$ cat src/rtl/axi_rd_if.sv
// AXI read-channel bundle (AR + R) shared by the read responder and its masters.
interface axi_rd_if #(
  parameter int ID_W   = 4,
  parameter int ADDR_W = 32,
  parameter int DATA_W = 32
);
  logic              arvalid;
  logic              arready;
  logic [ID_W-1:0]   arid;
  logic [ADDR_W-1:0] araddr;
  logic [7:0]        arlen;
  logic [2:0]        arsize;
  logic [1:0]        arburst;
  logic              rvalid;
  logic              rready;
  logic [ID_W-1:0]   rid;
  logic [DATA_W-1:0] rdata;
  logic [1:0]        rresp;
  logic              rlast;

  modport master (
    output arvalid, arid, araddr, arlen, arsize, arburst, rready,
    input  arready, rvalid, rid, rdata, rresp, rlast
  );

  modport slave (
    input  arvalid, arid, araddr, arlen, arsize, arburst, rready,
    output arready, rvalid, rid, rdata, rresp, rlast
  );
endinterface

$ cat src/rtl/axi_rd_responder.sv
// Single-outstanding AXI read responder returning each beat's byte address as data.
// Optional burst legality checking (SLVERR) is enabled by defining AXI_RD_RESP_ERR_CHECK_EN.
module axi_rd_responder #(
  parameter int ID_W   = 4,
  parameter int ADDR_W = 32,
  parameter int DATA_W = 32,
  parameter int RD_LAT = 2
) (
  input logic     aclk,
  input logic     aresetn,
  axi_rd_if.slave axi
);

  typedef enum logic [1:0] {IDLE, WAIT, DATA} state_t;

  state_t            state_q, state_d;
  logic              active_q;
  logic [3:0]        lat_q;
  logic [7:0]        beat_q;
  logic [7:0]        len_q;
  logic [2:0]        size_q;
  logic [1:0]        burst_q;
  logic [ID_W-1:0]   id_q;
  logic [ADDR_W-1:0] addr_q;
  logic [ADDR_W-1:0] wrap_lo_q;
  logic [ADDR_W-1:0] wrap_hi_q;

  logic              ar_hs;
  logic              r_hs;
  logic              last_beat;
  logic [ADDR_W-1:0] size_bytes;
  logic [ADDR_W-1:0] incr_addr;
  logic [ADDR_W-1:0] next_addr;
  logic [ADDR_W-1:0] t_bytes;
  logic [ADDR_W-1:0] cap_lo;

  assign ar_hs     = axi.arvalid && axi.arready;
  assign r_hs      = axi.rvalid && axi.rready;
  assign last_beat = (beat_q == len_q);

  // Wrap window is computed once at AR acceptance; beats only compare against it.
  assign t_bytes = (ADDR_W'(axi.arlen) + ADDR_W'(1)) << axi.arsize;
  assign cap_lo  = axi.araddr & ~(t_bytes - ADDR_W'(1));

  always_comb begin
    size_bytes = ADDR_W'(1) << size_q;
    incr_addr  = (addr_q & ~(size_bytes - ADDR_W'(1))) + size_bytes;
    next_addr  = incr_addr;
    case (burst_q)
      2'b00:   next_addr = addr_q;
      2'b10:   next_addr = (incr_addr == wrap_hi_q) ? wrap_lo_q : incr_addr;
      default: next_addr = incr_addr;
    endcase
  end

`ifdef AXI_RD_RESP_ERR_CHECK_EN
  logic              err_q;
  logic              err_d;
  logic [ADDR_W-1:0] cap_size;
  logic [ADDR_W-1:0] cap_align;
  logic [16:0]       end_off;

  always_comb begin
    cap_size  = ADDR_W'(1) << axi.arsize;
    cap_align = axi.araddr & ~(cap_size - ADDR_W'(1));
    // Offset of the last byte within the start 4 KB page; any carry past bit 11 crosses.
    end_off   = 17'(cap_align[11:0]) + 17'(t_bytes) - 17'd1;
    err_d     = (axi.arsize > 3'($clog2(DATA_W/8)))
             || (axi.arburst == 2'b10 && !(axi.arlen inside {8'd1, 8'd3, 8'd7, 8'd15}))
             || (axi.arburst == 2'b11)
             || (axi.arburst == 2'b01 && (|end_off[16:12]));
  end

  always_ff @(posedge aclk or negedge aresetn) begin
    if (!aresetn)
      err_q <= 1'b0;
    else if (state_q == IDLE && ar_hs)
      err_q <= err_d;
  end

  assign axi.rresp = (state_q == DATA && err_q) ? 2'b10 : 2'b00;
`else
  assign axi.rresp = 2'b00;
`endif

  always_comb begin
    state_d = state_q;
    case (state_q)
      IDLE: if (ar_hs) state_d = (RD_LAT == 0) ? DATA : WAIT;
      WAIT: if (lat_q == '0) state_d = DATA;
      DATA: if (r_hs && last_beat) state_d = IDLE;
      default: state_d = IDLE;
    endcase
  end

  always_ff @(posedge aclk or negedge aresetn) begin
    if (!aresetn) begin
      state_q   <= IDLE;
      active_q  <= 1'b0;
      lat_q     <= '0;
      beat_q    <= '0;
      len_q     <= '0;
      size_q    <= '0;
      burst_q   <= '0;
      id_q      <= '0;
      addr_q    <= '0;
      wrap_lo_q <= '0;
      wrap_hi_q <= '0;
    end else begin
      state_q  <= state_d;
      active_q <= 1'b1;
      case (state_q)
        IDLE: if (ar_hs) begin
          id_q      <= axi.arid;
          addr_q    <= axi.araddr;
          len_q     <= axi.arlen;
          size_q    <= axi.arsize;
          burst_q   <= axi.arburst;
          wrap_lo_q <= cap_lo;
          wrap_hi_q <= cap_lo + t_bytes;
          beat_q    <= '0;
          lat_q     <= 4'((RD_LAT == 0) ? 0 : RD_LAT - 1);
        end
        WAIT: if (lat_q != '0) lat_q <= lat_q - 4'd1;
        DATA: if (r_hs) begin
          if (last_beat) begin
            beat_q <= '0;
          end else begin
            beat_q <= beat_q + 8'd1;
            addr_q <= next_addr;
          end
        end
        default: ;
      endcase
    end
  end

  // arready is held low until the first clock edge after reset release.
  assign axi.arready = active_q && (state_q == IDLE);
  assign axi.rvalid  = (state_q == DATA);
  assign axi.rlast   = (state_q == DATA) && last_beat;
  assign axi.rid     = id_q;
  assign axi.rdata   = DATA_W'(addr_q);

endmodule

$ cat src/flat_wrapper.sv
// flat-port wrapper written by rule: the top's interface ports become plain ports
module axi_rd_responder_flat 
#(
  parameter int ID_W   = 4,
  parameter int ADDR_W = 32,
  parameter int DATA_W = 32,
  parameter int RD_LAT = 2
)
  (aclk, aresetn, axi_arvalid, axi_arid, axi_araddr, axi_arlen, axi_arsize, axi_arburst, axi_rready, axi_arready, axi_rvalid, axi_rid, axi_rdata, axi_rresp, axi_rlast);
  axi_rd_if #(.ID_W(ID_W), .ADDR_W(ADDR_W), .DATA_W(DATA_W)) axi_i ();
  input logic aclk;
  input logic aresetn;
  input wire logic [$bits(axi_i.arvalid)-1:0] axi_arvalid;
  input wire logic [$bits(axi_i.arid)-1:0] axi_arid;
  input wire logic [$bits(axi_i.araddr)-1:0] axi_araddr;
  input wire logic [$bits(axi_i.arlen)-1:0] axi_arlen;
  input wire logic [$bits(axi_i.arsize)-1:0] axi_arsize;
  input wire logic [$bits(axi_i.arburst)-1:0] axi_arburst;
  input wire logic [$bits(axi_i.rready)-1:0] axi_rready;
  output wire logic [$bits(axi_i.arready)-1:0] axi_arready;
  output wire logic [$bits(axi_i.rvalid)-1:0] axi_rvalid;
  output wire logic [$bits(axi_i.rid)-1:0] axi_rid;
  output wire logic [$bits(axi_i.rdata)-1:0] axi_rdata;
  output wire logic [$bits(axi_i.rresp)-1:0] axi_rresp;
  output wire logic [$bits(axi_i.rlast)-1:0] axi_rlast;
  assign axi_i.arvalid = axi_arvalid;
  assign axi_i.arid = axi_arid;
  assign axi_i.araddr = axi_araddr;
  assign axi_i.arlen = axi_arlen;
  assign axi_i.arsize = axi_arsize;
  assign axi_i.arburst = axi_arburst;
  assign axi_i.rready = axi_rready;
  assign axi_arready = axi_i.arready;
  assign axi_rvalid = axi_i.rvalid;
  assign axi_rid = axi_i.rid;
  assign axi_rdata = axi_i.rdata;
  assign axi_rresp = axi_i.rresp;
  assign axi_rlast = axi_i.rlast;
  axi_rd_responder #(.ID_W(ID_W), .ADDR_W(ADDR_W), .DATA_W(DATA_W), .RD_LAT(RD_LAT)) u_core (.aclk(aclk), .aresetn(aresetn), .axi(axi_i));
endmodule
$ cat config.mk
export PLATFORM = sky130hd
export DESIGN_NAME = axi_rd_responder_flat
export DESIGN_NICKNAME = d
export VERILOG_FILES = /design/src/rtl/axi_rd_if.sv /design/src/rtl/axi_rd_responder.sv /design/src/flat_wrapper.sv
export SDC_FILE = /design/constraint.sdc
export NUM_CORES = 1
export LEC_CHECK = 0
export CAP_MARGIN = 15
export CORE_ASPECT_RATIO = 0.75
export CORE_UTILIZATION = 55
export CTS_CLUSTER_DIAMETER = 60
export DETAILED_ROUTE_END_ITERATION = 7
export GPL_TIMING_DRIVEN = 0
export PLACE_DENSITY_LB_ADDON = 0.2
export SYNTH_ARGS = -nofsm -noshare
export SYNTH_HDL_FRONTEND = slang
export SYNTH_SLANG_ARGS = --single-unit
$ cat constraint.sdc
create_clock -name aclk -period 9.3 [get_ports aclk]
set_input_delay 1.86 -clock aclk [delete_from_list [all_inputs] [get_ports aclk]]
set_output_delay 1.86 -clock aclk [all_outputs]
set_load 0.02 [all_outputs]
==> impl_metrics.yaml <==
status:
  outcome: "finished, final reports clean"
routing:
  drtIter0Drc: 1583
  drc_errors: 0
  vias_per_cell: 6.65
  vias: 11356
  wl_um: 39000
  wire_per_inst_um: 22.9
  postRouteAntennaNets: 0
  first_pass_iters: 6
clock_network:
  clock-sinks: 128
  root_buffer: "clkbuf_16"
  cts_resized: 0
  ctsLongestPathBuffers: 2
  cts_hold_buf: 0
  path_clk_slew_ns: 0.06
  clk_latency_ns: 0.43
  postCtsSetupBuffers: 0
  tritoncts: "built"
  htreeDepth: 4
  numCtsBuffers: 17
yosys:
  ys_ff_latch: 128
  synth_area_um2: 10700
  yosysWarnings: 0
  synth_seq_area_share: 0.299
  syn_inst: 1339
  yosys.area.top_type: "dfrtp_1"
  synthDistinctLibCells: 95
  synthArstFlopShare: 1.00
  netlist_top_cells_area: "dfrtp_1 30%, nand2_1 7.2%, xnor2_1 5.7%, o21ai_0 4.2%, mux2i_1 3.6%"
  synth_most_common_cell: "nand2_1"
  yosys_most_used_dff: "dfrtp_1"
  synth_top_area_share: 0.299
  synth_common_cells: "206 x nand2_1, 128 x dfrtp_1, 96 x nor2_1"
  synth_edf_count: 0
  syn_area_per_cell_um2: 8.00
floorplanning:
  die_x_um: 163
  io_pins: 94
  die_h_um: 123
  initial_utilization: 0.571
  core.rowCount: 43
  dieArea_um2: 20100
  core_area_um2: 18800
final_layout:
  num-nets-final: 1520
  syn2layout_area_growth_pct: 16.8
  postLayoutCellArea_um2: 12500
  postLayoutCoreUtil: 0.667
  fillCellCount: 1635
  layout-drive-gt1-share: 0.0747
sta:
  fin_crit_ns: 8.01
  maxSlewViolCount: 0
  worst_slew_pin_slew_ns: 1.15
  hold_viol: 0
  max_freq_ghz: 0.125
  tns_ns: 0
  hold_slack_ns: 0.478
  skew_ns: 0.0142
  rsz0062_at_grt: "no"
  fin_crit_sh: 0.861
  relSlewSlack: 0.223
  setup_viol: 0
critical_path:
  cp.arrival_ns: 8.27
  crit_required_ns: 9.56
  critPathKind: "primary input to flop"
  r2r_end: "u_core.axi.rdata[25]$_DFFE_PN0P_"
  cp-end-kind: "flop"
  critPathMaxFanout: 10
  reg2reg_depth: 19
  critPathLaunch: "axi_arsize[2]"
  cp-start-kind: "primary input"
  timing.rr.start: "u_core.size_q[1]$_DFFE_PN0P_"
  reg2reg_setup_slack_ns: 3.67
  crit_path_end: "u_core.wrap_hi_q[21]$_DFFE_PN0P_"
hold_path:
  min_path_type: "flop to flop"
placed_design:
  dp_hpwl_um: 29500
  routabilityCongestion: 0.993
  placed_cell_area_um2: 11900
  portBuffers: 87
global_routing:
  grt_pass1_wl_um: 59500
  grt_max_degree: 87
  antenna_found_initial: 3
  grt_pass1_vias: 10144
  track_usage: 0.397
  grt-ovfl-total: 0
power:
  powerDensity_nw_per_um2: 308
  p_total_mw: 3.85
  max-vdd-ir-drop_v: 0.000202
  p_leak_nw: 5.39
flow_run:
  maxCapViolations: 0
## critical path, cell delays in order
cell and delay (ns):
clkdlybuf4s50_1 0.61, buf_2 0.29, buf_2 0.28, buf_1 0.42
nor4_1 0.20, inv_1 0.13, ha_1 0.15, clkbuf_1 0.39
o21ai_1 0.29, or3_1 0.36, and3_1 0.20, ha_1 0.36
o21a_1 0.13, o21ai_0 0.07, nand2b_1 0.14, a21o_1 0.18
nand2_1 0.06, o21ai_0 0.60, a311o_1 0.46, nor4b_1 0.71
xor2_1 0.25, o21ai_0 0.12
## metrics by stage
stage | worst slack, ns | instances
floorplan | 2.80 | 1340
global placement | 1.08 | 1674
detailed placement | 1.35 | 1675
CTS | 1.64 | 1707
global route | 1.10 | 1707
finish | 1.29 | 1708
## layout make-up
class	count	area [µm²]	share of cell area
Timing Repair Buffer	88	900	0.0719
Buffer	86	410	0.0328
Sequential cell	128	3200	0.256
Clock buffer	19	433	0.0346
Antenna cell	1	2.50	0.000200
Tap cell	247	309	0.0247
Inverter	31	116	0.00930
Multi-Input combinational cell	1095	6990	0.559
Clock inverter	13	151	0.0121
## state kept, by name (all words and copies together), names as in the netlist
| signal | cells |
|---|---|
| u_core.lat_q | 4 |
| u_core.active_q | 1 |
| u_core.burst_q | 2 |
| u_core.axi.rdata | 32 |
| u_core.size_q | 3 |
| u_core.beat_q | 8 |
| u_core.wrap_hi_q | 32 |
| u_core.len_q | 8 |
| u_core.axi.rid | 4 |
| u_core.wrap_lo_q | 32 |
| u_core.state_q | 2 |
## layout by cell type (no fill, tap or decap), types with 8 or more instances in the layout
cell             synthesis  layout
mux2i_1                 39      39
o211ai_1                 9       9
nor2b_1                 17      17
clkbuf_1                50      52
buf_2                   19      19
mux2_2                  12      12
a211oi_1                11      11
ha_1                    20      20
and2_1                  22      22
nor3_1                  27      27
a21o_1                  14      14
inv_1                   31      31
nor2_1                  96      96
o22ai_1                 25      25
dfrtp_1                128     128
or3_1                   14      14
clkdlybuf4s50_1          0      86
nand2b_1                23      23
nand3_1                 48      48
and3_1                  31      31
o21ai_0                 89      89
a21oi_1                 72      72
nand2_1                206     206
or2_2                    8       8
nand4_1                 29      29
nor4_1                  11      11
clkbuf_16                0      17
xnor2_1                 70      70
xor2_1                  30      30
## layer usage
layer / wire (µm) / GRT usage / vias to the layer above / share of wire
li1: - / - / 5069 / -
met1: 17000 / 0.590 / 5473 / 0.44
met2: 15600 / 0.546 / 732 / 0.40
met3: 5340 / 0.114 / 82 / 0.14
met4: 1010 / 0.125 / 0 / 0.026
met5: 0 / 0 / - / 0
## worst min path at each step
stage                                      from                                to  cells after the start
2_1_floorplan  u_core.wrap_lo_q[10]$_DFFE_PN0P_  u_core.wrap_lo_q[10]$_DFFE_PN0P_                      2
3_3_place_gp      u_core.axi.rid[3]$_DFFE_PN0P_     u_core.axi.rid[3]$_DFFE_PN0P_                      2
3_5_place_dp   u_core.wrap_lo_q[31]$_DFFE_PN0P_  u_core.wrap_lo_q[31]$_DFFE_PN0P_                      1
4_1_cts        u_core.wrap_lo_q[31]$_DFFE_PN0P_  u_core.wrap_lo_q[31]$_DFFE_PN0P_                      1
5_1_grt        u_core.wrap_lo_q[31]$_DFFE_PN0P_  u_core.wrap_lo_q[31]$_DFFE_PN0P_                      1
6_report       u_core.wrap_lo_q[30]$_DFFE_PN0P_  u_core.wrap_lo_q[30]$_DFFE_PN0P_                      1
## logic make-up (layout without fill, tap and decap cells)
kind of cell	count (synthesis)	count (layout)	synth area share
AOI/OAI and AO/OA	339	339	0.216
buffers and inverters	117	237	0.0492
DFF	128	128	0.299
other	2	4	0.000701
and+or+nand+nor	573	573	0.266
xor gates and xnor gates	105	105	0.0921
adders and majority gates	20	20	0.0234
muxes	55	55	0.0532
## report_power, final
group	total [mW]	switching [mW]	internal (mW)
logic	2.08	1.25	0.837
registers	1.09	0.283	0.803
clock network	0.682	0.283	0.400
No activity file was read; power rests on OpenSTA's default activity.
